## config.mk

```make
export PLATFORM = sky130hd
export DESIGN_NAME = bus_drvr_fifo
export DESIGN_NICKNAME = d
export VERILOG_FILES = /design/src/rtl/bus_drvr_fifo.sv
export SDC_FILE = /design/constraint.sdc
export NUM_CORES = 1
export LEC_CHECK = 0
export CAP_MARGIN = 20
export CORE_ASPECT_RATIO = 0.75
export CORE_UTILIZATION = 50
export CTS_BUF_LIST = sky130_fd_sc_hd__clkbuf_8
export CTS_CLUSTER_SIZE = 10
export DETAILED_ROUTE_END_ITERATION = 12
export PLACE_DENSITY = 0.74
export SLEW_MARGIN = 20
export SYNTH_ARGS = -nofsm -noshare
export SYNTH_HDL_FRONTEND = slang
export SYNTH_SLANG_ARGS = --single-unit
```

## constraint.sdc

```tcl
create_clock -name clk -period 3 [get_ports clk]
set_input_delay 0.3 -clock clk [delete_from_list [all_inputs] [get_ports clk]]
set_output_delay 0.3 -clock clk [all_outputs]
set_load 0.01 [all_outputs]
```

## src/rtl/bus_drvr_fifo.sv

```systemverilog
// Per-terminal bus driver: TX and RX first-word-fall-through FIFOs
// with destination-ID filtering and saturating drop counters.
module bus_drvr_fifo #(
  parameter int pckg_sz   = 16,
  parameter int depth     = 8,
  parameter int ID_W      = 8,
  parameter int DRV_ID    = 0,
  parameter int FILTER_EN = 1,
  parameter int CNT_W     = 16
) (
  input  logic                         clk,
  input  logic                         reset,
  input  logic                         wr_en,
  input  logic [pckg_sz-1:0]           wr_data,
  output logic                         full,
  output logic                         pndng,
  output logic [pckg_sz-1:0]           D_pop,
  input  logic                         pop,
  input  logic                         push,
  input  logic [pckg_sz-1:0]           D_push,
  input  logic                         rd_en,
  output logic [pckg_sz-1:0]           rd_data,
  output logic                         rx_valid,
  output logic [$clog2(depth+1)-1:0]   tx_count,
  output logic [$clog2(depth+1)-1:0]   rx_count,
  output logic [CNT_W-1:0]             tx_drop_cnt,
  output logic [CNT_W-1:0]             rx_drop_cnt,
  output logic [CNT_W-1:0]             id_drop_cnt
);

  localparam int AW = $clog2(depth);
  localparam int CW = $clog2(depth+1);
  localparam logic [CW-1:0] FULL_C = CW'(depth);
  localparam logic [ID_W-1:0] MY_ID = ID_W'(DRV_ID);

  logic [pckg_sz-1:0] tx_mem [depth];
  logic [pckg_sz-1:0] rx_mem [depth];
  logic [AW-1:0] tx_wr_ptr, tx_rd_ptr;
  logic [AW-1:0] rx_wr_ptr, rx_rd_ptr;

  logic tx_wr, tx_rd, tx_drop;
  logic rx_wr, rx_rd, rx_drop, id_drop;
  logic rx_full, id_ok;
  logic [ID_W-1:0] rx_id;

  // Flags decode registered occupancy only
  assign full     = (tx_count == FULL_C);
  assign pndng    = (tx_count != '0);
  assign rx_full  = (rx_count == FULL_C);
  assign rx_valid = (rx_count != '0);

  assign D_pop   = pndng    ? tx_mem[tx_rd_ptr] : '0;
  assign rd_data = rx_valid ? rx_mem[rx_rd_ptr] : '0;

  // A pop frees the slot the same edge, so a write on full is taken
  assign tx_rd   = pop && pndng;
  assign tx_wr   = wr_en && (!full || pop);
  assign tx_drop = wr_en && full && !pop;

  // ID filter has priority over the fullness check
  assign rx_id   = D_push[pckg_sz-1 -: ID_W];
  assign id_ok   = (FILTER_EN == 0) || (rx_id == MY_ID) || (rx_id == '1);
  assign rx_rd   = rd_en && rx_valid;
  assign rx_wr   = push && id_ok && (!rx_full || rd_en);
  assign rx_drop = push && id_ok && rx_full && !rd_en;
  assign id_drop = push && !id_ok;

  // Packet storage; stores are suppressed while reset is asserted
  always_ff @(posedge clk) begin
    if (reset && tx_wr) tx_mem[tx_wr_ptr] <= wr_data;
    if (reset && rx_wr) rx_mem[rx_wr_ptr] <= D_push;
  end

  // TX pointers, occupancy and drop counter
  always_ff @(posedge clk) begin
    if (!reset) begin
      tx_wr_ptr   <= '0;
      tx_rd_ptr   <= '0;
      tx_count    <= '0;
      tx_drop_cnt <= '0;
    end else begin
      if (tx_wr) tx_wr_ptr <= tx_wr_ptr + 1'b1;
      if (tx_rd) tx_rd_ptr <= tx_rd_ptr + 1'b1;
      case ({tx_wr, tx_rd})
        2'b10:   tx_count <= tx_count + 1'b1;
        2'b01:   tx_count <= tx_count - 1'b1;
        default: tx_count <= tx_count;
      endcase
      if (tx_drop && tx_drop_cnt != '1)
        tx_drop_cnt <= tx_drop_cnt + 1'b1;
    end
  end

  // RX pointers, occupancy and both drop counters
  always_ff @(posedge clk) begin
    if (!reset) begin
      rx_wr_ptr   <= '0;
      rx_rd_ptr   <= '0;
      rx_count    <= '0;
      rx_drop_cnt <= '0;
      id_drop_cnt <= '0;
    end else begin
      if (rx_wr) rx_wr_ptr <= rx_wr_ptr + 1'b1;
      if (rx_rd) rx_rd_ptr <= rx_rd_ptr + 1'b1;
      case ({rx_wr, rx_rd})
        2'b10:   rx_count <= rx_count + 1'b1;
        2'b01:   rx_count <= rx_count - 1'b1;
        default: rx_count <= rx_count;
      endcase
      if (rx_drop && rx_drop_cnt != '1)
        rx_drop_cnt <= rx_drop_cnt + 1'b1;
      if (id_drop && id_drop_cnt != '1)
        id_drop_cnt <= id_drop_cnt + 1'b1;
    end
  end

endmodule

```

# Word-level counts from Yosys, hierarchy flattened

Memory sizes are Yosys's and may differ from the RTL's. A register that Yosys moved wholly into a read port is not among the register bits.
Index checks and enable logic that the tools add are counted.

Reductions and logical operators: 28
$add $sub $neg: 11
Equal/unequal tests: 10
Mux-type cells: 12

Operators by type and width:

| cell                                                 | count |
|---|---|
| adder 16 x 1 -> 16 bit (second input constant)       | 3 |
| != test 16 bit (second input constant)               | 3 |
| two-way mux 16 bit                                   | 2 |
| case mux 4 bit (2 select lines)                      | 2 |
| logical AND 1 bit                                    | 15 |
| adder 3 x 1 -> 3 bit (second input constant)         | 4 |
| two-way mux 3 bit                                    | 4 |
| adder 4 x 1 -> 4 bit (second input constant)         | 2 |
| equality test 4 bit (second input constant)          | 2 |
| equality test 8 bit (second input constant)          | 1 |
| logical NOT 8 bit                                    | 1 |
| nonzero test 4 bit                                   | 2 |
| subtractor 4 x 1 -> 4 bit (second input constant)    | 2 |
| logical NOT 1 bit                                    | 5 |
| equality test 2 x 1 -> 1 bit (second input constant) | 2 |
| equality test 2 bit (second input constant)          | 2 |
| two-way mux 1 bit                                    | 4 |
| nonzero test 2 bit                                   | 2 |
| logical OR 1 bit                                     | 3 |

Word-level logic and storage cells: 72
Memories kept: 2
Input port bits: 38
Output and inout port bits: 91
Flip-flop bits (word level): 68
Bits in writable memories: 256

Memory list:

| name   | words | width | read ports | clocked after Yosys merged registers in | write ports | RTL line | source |
|---|---|---|---|---|---|---|---|
| rx_mem | 8     | 16    | 1          | 1                                       | 1           | 37       | `logic [pckg_sz-1:0] rx_mem [depth];` |
| tx_mem | 8     | 16    | 1          | 1                                       | 1           | 36       | `logic [pckg_sz-1:0] tx_mem [depth];` |

# Depth between registers and ports, before layout

Gate-level depths: netlist of the first run.

Word-level depth: 7
Gate-level depth with buffers: 12
Depth with buffers taken out: 11

# Least setup slack after synthesis of the first run

Ideal clock, no wire load.

Kind: in2reg
Start: input port D_push[8]
End: memory rx_mem[0][0] (enable)
Setup time: 0.430 ns
Data arrival time: 2.793 ns
Buffers on the path: 0
Setup slack: -0.223 ns
Data required time: 2.570 ns
Cell stages on the path: 4
Cells stage by stage: nor4_1 and2_0 o211ai_1 nor4_1

Longest elaborated chain between the ends: 7
Elaborated cells between the ends (all ways): 8
Those cells by class: 1 x eq/ne; 2 x mux; 5 x reduce/logical

Ends and longest elaborated chain:

| what                                                            | RTL line | source |
|---|---|---|
| from (decl)                                                     | 20       | `input logic [pckg_sz-1:0] D_push,` |
| equality test 8 bit / logical NOT 8 bit (equally long branches) | 62       | `assign id_ok = (FILTER_EN == 0) \|\| (rx_id == MY_ID) \|\| (rx_id == '1);` |
| logical OR 1 bit (*)                                            | 62       |  |
| logical AND 1 bit (*) (2 in a row)                              | 64       | `assign rx_wr = push && id_ok && (!rx_full \|\| rd_en);` |
| logical AND 1 bit (*)                                           | 71       | `if (reset && rx_wr) rx_mem[rx_wr_ptr] <= D_push;` |
| two-way mux 1 bit (*)                                           | 71       |  |
| two-way mux 1 bit (implied by the code) (*)                     | 71       |  |
| to (decl)                                                       | 37       |  |

Mark *: on every way between the ends. The rest lies on a longest branch, timed or not.

==> results of run 1 <==
[cell usage after synthesis, types with 10 or more instances]
| cell type | n | area share |
|---|---|---|
| edfxtp_1 | 256 | 0.57 |
| or4_1 | 11 | 0.0061 |
| ha_1 | 13 | 0.012 |
| mux4_2 | 64 | 0.11 |
| mux2i_1 | 45 | 0.034 |
| xnor2_1 | 14 | 0.0091 |
| o31ai_1 | 11 | 0.0061 |
| nor4_1 | 19 | 0.0089 |
| a21oi_1 | 31 | 0.012 |
| nand2b_1 | 12 | 0.0056 |
| buf_1 | 12 | 0.0034 |
| clkbuf_1 | 26 | 0.0073 |
| dfxtp_1 | 74 | 0.11 |
| nand2_1 | 34 | 0.0095 |
| inv_1 | 18 | 0.0050 |
| xor2_1 | 10 | 0.0065 |
| o21ai_0 | 17 | 0.0063 |
| or3_1 | 13 | 0.0061 |
| nand4_1 | 11 | 0.0051 |
| nor3_1 | 18 | 0.0067 |
| nand3_1 | 22 | 0.0082 |
| nor2_1 | 73 | 0.020 |
[path summary, 6_finish.rpt]
| check | start | to | slack, ps | cells after the start |
|---|---|---|---|---|
| hold reg to reg | rx_drop_cnt[10]$_SDFFE_PN0P_ | rx_drop_cnt[10]$_SDFFE_PN0P_ | 500 | 2 |
| hold / removal | wr_data[10] | tx_mem[5][10]$_DFFE_PP_ | 480 | 1 |
| setup reg to reg | tx_count[3]$_SDFFE_PN0P_ | tx_count[3]$_SDFFE_PN0P_ | 270 | 10 |
| setup / recovery | register | D_pop[4] | 160 | 5 |
[per-stage QoR]
step	hold WS, ps	total power [mW]
2_1_floorplan	398.9	5.851
3_3_place_gp	467.1	6.495
3_5_place_dp	483.9	6.509
4_1_cts	440.7	9.897
5_1_grt	472.8	10.23
6_report	475.3	9.815
[state kept, by name, indices dropped and copies added (netlist names), named ones only]
name and flops:
id_drop_cnt 16, rx_count 4, rx_drop_cnt 16, rx_mem 128, rx_rd_ptr 3, rx_wr_ptr 3, tx_count 4, tx_drop_cnt 16
tx_mem 128, tx_rd_ptr 3, tx_wr_ptr 3
[layer usage]
| metal | vias to the layer above | wire length, um | share of wire | global-route usage |
|---|---|---|---|---|
| li1 | 3740 | - | - | - |
| met1 | 3969 | 13180 | 0.48 | 0.3088 |
| met2 | 236 | 12210 | 0.44 | 0.3038 |
| met3 | 38 | 1817 | 0.066 | 0.04640 |
| met4 | 0 | 368 | 0.013 | 0.04720 |
| met5 | - | 0 | 0 | 0 |
[cells by family (layout without fill, tap and decap cells)]
kind of cell | Yosys count | in the layout | synth area share
fa+ha+maj | 14 | 14 | 0.01360
flops | 330 | 330 | 0.6828
buf+inv | 57 | 288 | 0.01649
compound gates | 79 | 79 | 0.03652
mux | 109 | 109 | 0.1409
simple gates | 242 | 242 | 0.09410
xor+xnor | 24 | 24 | 0.01565
[critical path: cells and delay by family (launching register included)]
kind                   cells  cell delay, ps
buffers and inverters      2             760
flip-flops                 1             520
multiplexers               2             640
AND/OR/NAND/NOR            1              70
[power breakdown]
group	switching [mW]	internal (mW)	leakage [nW]
combinational	0.653	0.713	1.79
sequential	0.0588	5.00	2.90
clock	1.67	1.72	0.540
total	2.38	7.43	5.24
[cell type report]
cell class	count	area, um2	share of cell area
Timing Repair Buffer	177	1754	0.1064
Multi-Input combinational cell	468	4135	0.2509
Inverter	18	67.56	0.004099
Tap cell	344	430.4	0.02611
Clock buffer	53	729.5	0.04426
Sequential cell	330	9171	0.5564
Clock inverter	40	193.9	0.01177
==> metrics.md, run 1 <==
| Metric | Value |
|---|---|
| H-tree depth | `2` |
| Core ar. | `26,160 um2` |
| Post-CTS Hold Buffers | `0` |
| Syn Nets | `907` |
| Sum Neg Setup Slack | `0 ps` |
| Relative slew margins | `0.4559` |
| Maximum clock path buffer count | `3` |
| Place WS | `51.68 ps` |
| Final Skew | `15.29 ps` |
| Port buffer count | `128` |
| Final Hold Fails | `0` |
| CP Cell Sequence | `clkbuf_16, mux4_2, mux2i_1, nor2_1, clkdlybuf4s50_1` |
| Largest net degree at the start of global routing | `37` |
| Total gr overflow | `0` |
| Max Slew Vio Count | `0` |
| Async set or reset register ratio after synthesis | `0` |
| FILL cells | `1,934` |
| Layout cells sized above 1 | `0.1888` |
| Setup CP Type | `reg -> out` |
| GPL Wtd Cong | `0.7913` |
| First-pass GRT wire length | `43.46 mm` |
| Final WS setup | `161.1 ps` |
| Post-synthesis cell area | `13,430 um2` |
| Sequential area share after synthesis | `0.6828` |
| Num rows | `51` |
| Commonest non-fill, non-tap cells in the layout | `edfxtp_1, clkdlybuf4s50_1, nor2_1` |
| Total placed instance area | `15,530 um2` |
| Vias per cell | `5.583` |
| Clock sinks | `330` |
| WL per Instance | `19.28 um` |
| Maximum vdd drop | `0.4819 mV` |
| Final Instance Area | `16,480 um2` |
| Avg Cell Area, Syn | `15.71 um2` |
| All-Layer GR Usage | `0.2052` |
| Setup violations, final | `0` |
| Drt first pass iters | `7` |
| Vias in the first global route | `8,110` |
| Post CTS Setup Buffer Count | `0` |
| Diodes inserted | `0` |
| Finished Layout Cells | `1,430` |
| Req. time, crit path | `2700 ps` |
| Commonest non-fill, non-tap cell in the layout | `edfxtp_1` |
| Ys flop type | `edfxtp_1` |
| Number of synthesized flops with an enable pin | `256` |
| Synth Register Bits | `330` |
| Total CTS buffers | `50` |
| LEAKAGE | `5.235 nW` |
| Detailed Place HPWL | `16.81 mm` |
| Max-cap violations | `0` |
| Final core occ | `0.6300` |
| Die Wd | `191.2 um` |
| Area Overhead vs Synth | `22.73%` |
| Final #Nets | `1,097` |
| Ports | `129` |
| Post-CTS Resized | `0` |
| Worst-path clk slew | `60 ps` |
| Placed cell count | `1,336` |
| Synthesized netlist cell count | `855` |
| Pwr Density | `595.5 nW/um2` |
| YS warnings | `0` |
| Crit start category | `register` |
| Overall routed net length | `27.57 mm` |
| Post-route clock period utilization | `0.9463` |
| CTS tree | `done` |
| Worst Max-Slew Pin Slew | `805.9 ps` |
| DIE HEIGHT | `143.9 um` |
| Final min period | `2839 ps` |
| RSZ-0062 raised after global routing | `false` |
| WP data arrival | `2540 ps` |
| Slowest CP cell | `dfxtp_2` |
| Worst-Skew Late Latency | `550 ps` |
| Initial antenna violation count | `0` |
| Clock Tree Root | `clkbuf_8` |
| Starting density of the core | `0.5133` |
| # DRC | `0` |
| Number of DRC markers in iteration 0 | `501` |
| Die Area | `27,520 um2` |
| CP Max Fanout | `13` |
| Vias | `7,983` |
| Worst stage delay on the critical path | `520 ps` |
| Antenna viol nets, final | `0` |
| Post-synth cell types | `45` |
| Status | `completed` |
| Tightest Hold Check Type | `in -> reg` |
| Fmax achieved | `0.3522 GHz` |
| CP endpoint kind | `primary output` |
(Power assumes the default switching activity.)
==> run 2: changes to the inputs <==
--- a/config.mk
+++ b/config.mk
@@ -12,6 +12,7 @@
 export CTS_CLUSTER_SIZE = 10
 export DETAILED_ROUTE_END_ITERATION = 12
 export PLACE_DENSITY = 0.74
+export SKIP_LAST_GASP = 1
 export SLEW_MARGIN = 20
 export SYNTH_ARGS = -nofsm -noshare
 export SYNTH_HDL_FRONTEND = slang
==> results of run 2 <==
Same layout as run 1: the final DEF is identical, and so are final timing and power.
==> RTL edit (flow settings as in run 2) <==
Change the parameter `CNT_W` from 16 to 24.
--- a/src/rtl/bus_drvr_fifo.sv
+++ b/src/rtl/bus_drvr_fifo.sv
@@ -6,7 +6,7 @@
   parameter int ID_W      = 8,
   parameter int DRV_ID    = 0,
   parameter int FILTER_EN = 1,
-  parameter int CNT_W     = 16
+  parameter int CNT_W     = 24
 ) (
   input  logic                         clk,
   input  logic                         reset,
Interface: changed (resized id_drop_cnt, rx_drop_cnt and tx_drop_cnt); port bits go from 129 to 153. No check against the original RTL was run, so the function may have changed too.
==> RTL edit against run 2 <==
Global-route usage grew 0.31 points. Routed wire length grew 9.8%. Clock power grew 5.9%. Critical path depth is the same. Final area grew 8.0%. Worst setup slack gained 5.3 ps. Sequential cell count grew 24. Area after synthesis grew 7.3%. Power grew 8.4%. Maximum frequency grew 0.19%. Critical endpoint is now D_pop[11].
==> RTL edit: results (changes against run 2) <==
viasPerCell: 5.44  # -2.6%
portBuffers: 152  # +19%
arrival_ps: 2530  # about the same
cp_max_fo: 32  # +19
cts_resized: 1  # +1
grt_max_degree: 46  # +24%
power_frac_seq_pct: 50.7  # -0.8 points
drt-initial-drc-count: 509  # +1.6%
status: "completed"
min_to: "rx_mem[4][0]"
routed_wl_um: 30300  # +9.8%
cpMaxStageDelayCell: "mux4_2"
dpl-instance-area_sq_mm: 0.0167  # +7.7%
yosysSeqAreaShare_pct: 67.0  # -1.3 points
p_leak_nw: 5.73  # +9.4%
cts_made_buffers: 53  # +6.0%
use_met1_pct: 30.1  # -0.80 points
power.share.clock_pct: 33.8  # -0.8 points
holdCritStartpoint: "D_push[0]"
skew_ps: 21.2  # +5.95 ps
grt_pass1_vias: 8812  # +8.7%
critPathMaxStageDelay_ps: 560  # +40 ps
dp_hpwl_um: 18600  # +10%
muxShareOfSynthArea_pct: 12.6  # -1.5 points
post-place-cells: 1525  # +14%
final_nets: 1254  # +14%
drive_above_1_share_pct: 16.3  # -2.6 points
r2r-start: "rx_count[0]"
synth_xor_area_share_pct: 3.59  # +2.0 points
yosys-top-cells-area: "edfxtp_1 53%, dfxtp_1 14%, mux4_2 10%"
route.met2.wl_um: 13300  # +9.1%
p_int_mw: 7.96  # +7.1%
RTL edit: cell count changes in the layout (fill, tap and decap cells not counted), sizes merged, moves of 10 or more:
cell           before  now
or3                13   23
nor2               73  122
dfxtp              74   98
xor2               10   21
xnor2              14   38
clkdlybuf4s50     128  152
nand2              34   46
nand4              11   25
RTL edit: layout make-up:
class	count	area share, %
Inverter	19	0.401
Clock inverter	41	1.05
Tap cell	385	2.71
Clock buffer	57	4.41
Timing Repair Buffer	206	11.6
Multi-Input combinational cell	568	25.6
Sequential cell	354	54.3
RTL edit: per-stage QoR:
stage	setup TNS, ps	setup WS, ps	util [%]	power, mW
3_5_place_dp	0	81.2	59.4	7.17
2_1_floorplan	0	126	-	6.42
6_report	0	166	63.1	10.6
3_3_place_gp	0	150	59.4	7.14
5_1_grt	-2.94	-2.94	63.1	11.1
4_1_cts	0	7.62	62.8	10.8
RTL edit: cell families (layout without fill, tap and decap cells):
| logic type | Yosys count | in the layout |
|---|---|---|
| xor+xnor | 59 | 59 |
| buf+inv | 59 | 323 |
| simple gates | 328 | 328 |
| compound gates | 66 | 66 |
| fa+ha+maj | 14 | 14 |
| flops | 354 | 354 |
| mux | 101 | 101 |
RTL edit: how the worst max path moves through the flow:
stage | slack, ps | startpoint | cells past startpoint | to
2_1_floorplan | 130 | rx_count[1] | 6 | rx_mem[2][0]
3_3_place_gp | 150 | D_push[8] | 12 | rx_count[2]
3_5_place_dp | 80 | D_push[8] | 12 | rx_count[2]
4_1_cts | 8 | flop | 5 | rd_data[13]
5_1_grt | -3 | rx_count[0] | 5 | rd_data[0]
6_report | 170 | flop | 5 | D_pop[11]
RTL edit: worst max-delay path, delay by kind of cell, from the launching register on:
family                 cells  cell delay, ps
buffers and inverters      2             740
multiplexers               2             790
flip-flops                 1             340
AND/OR/NAND/NOR            1              70
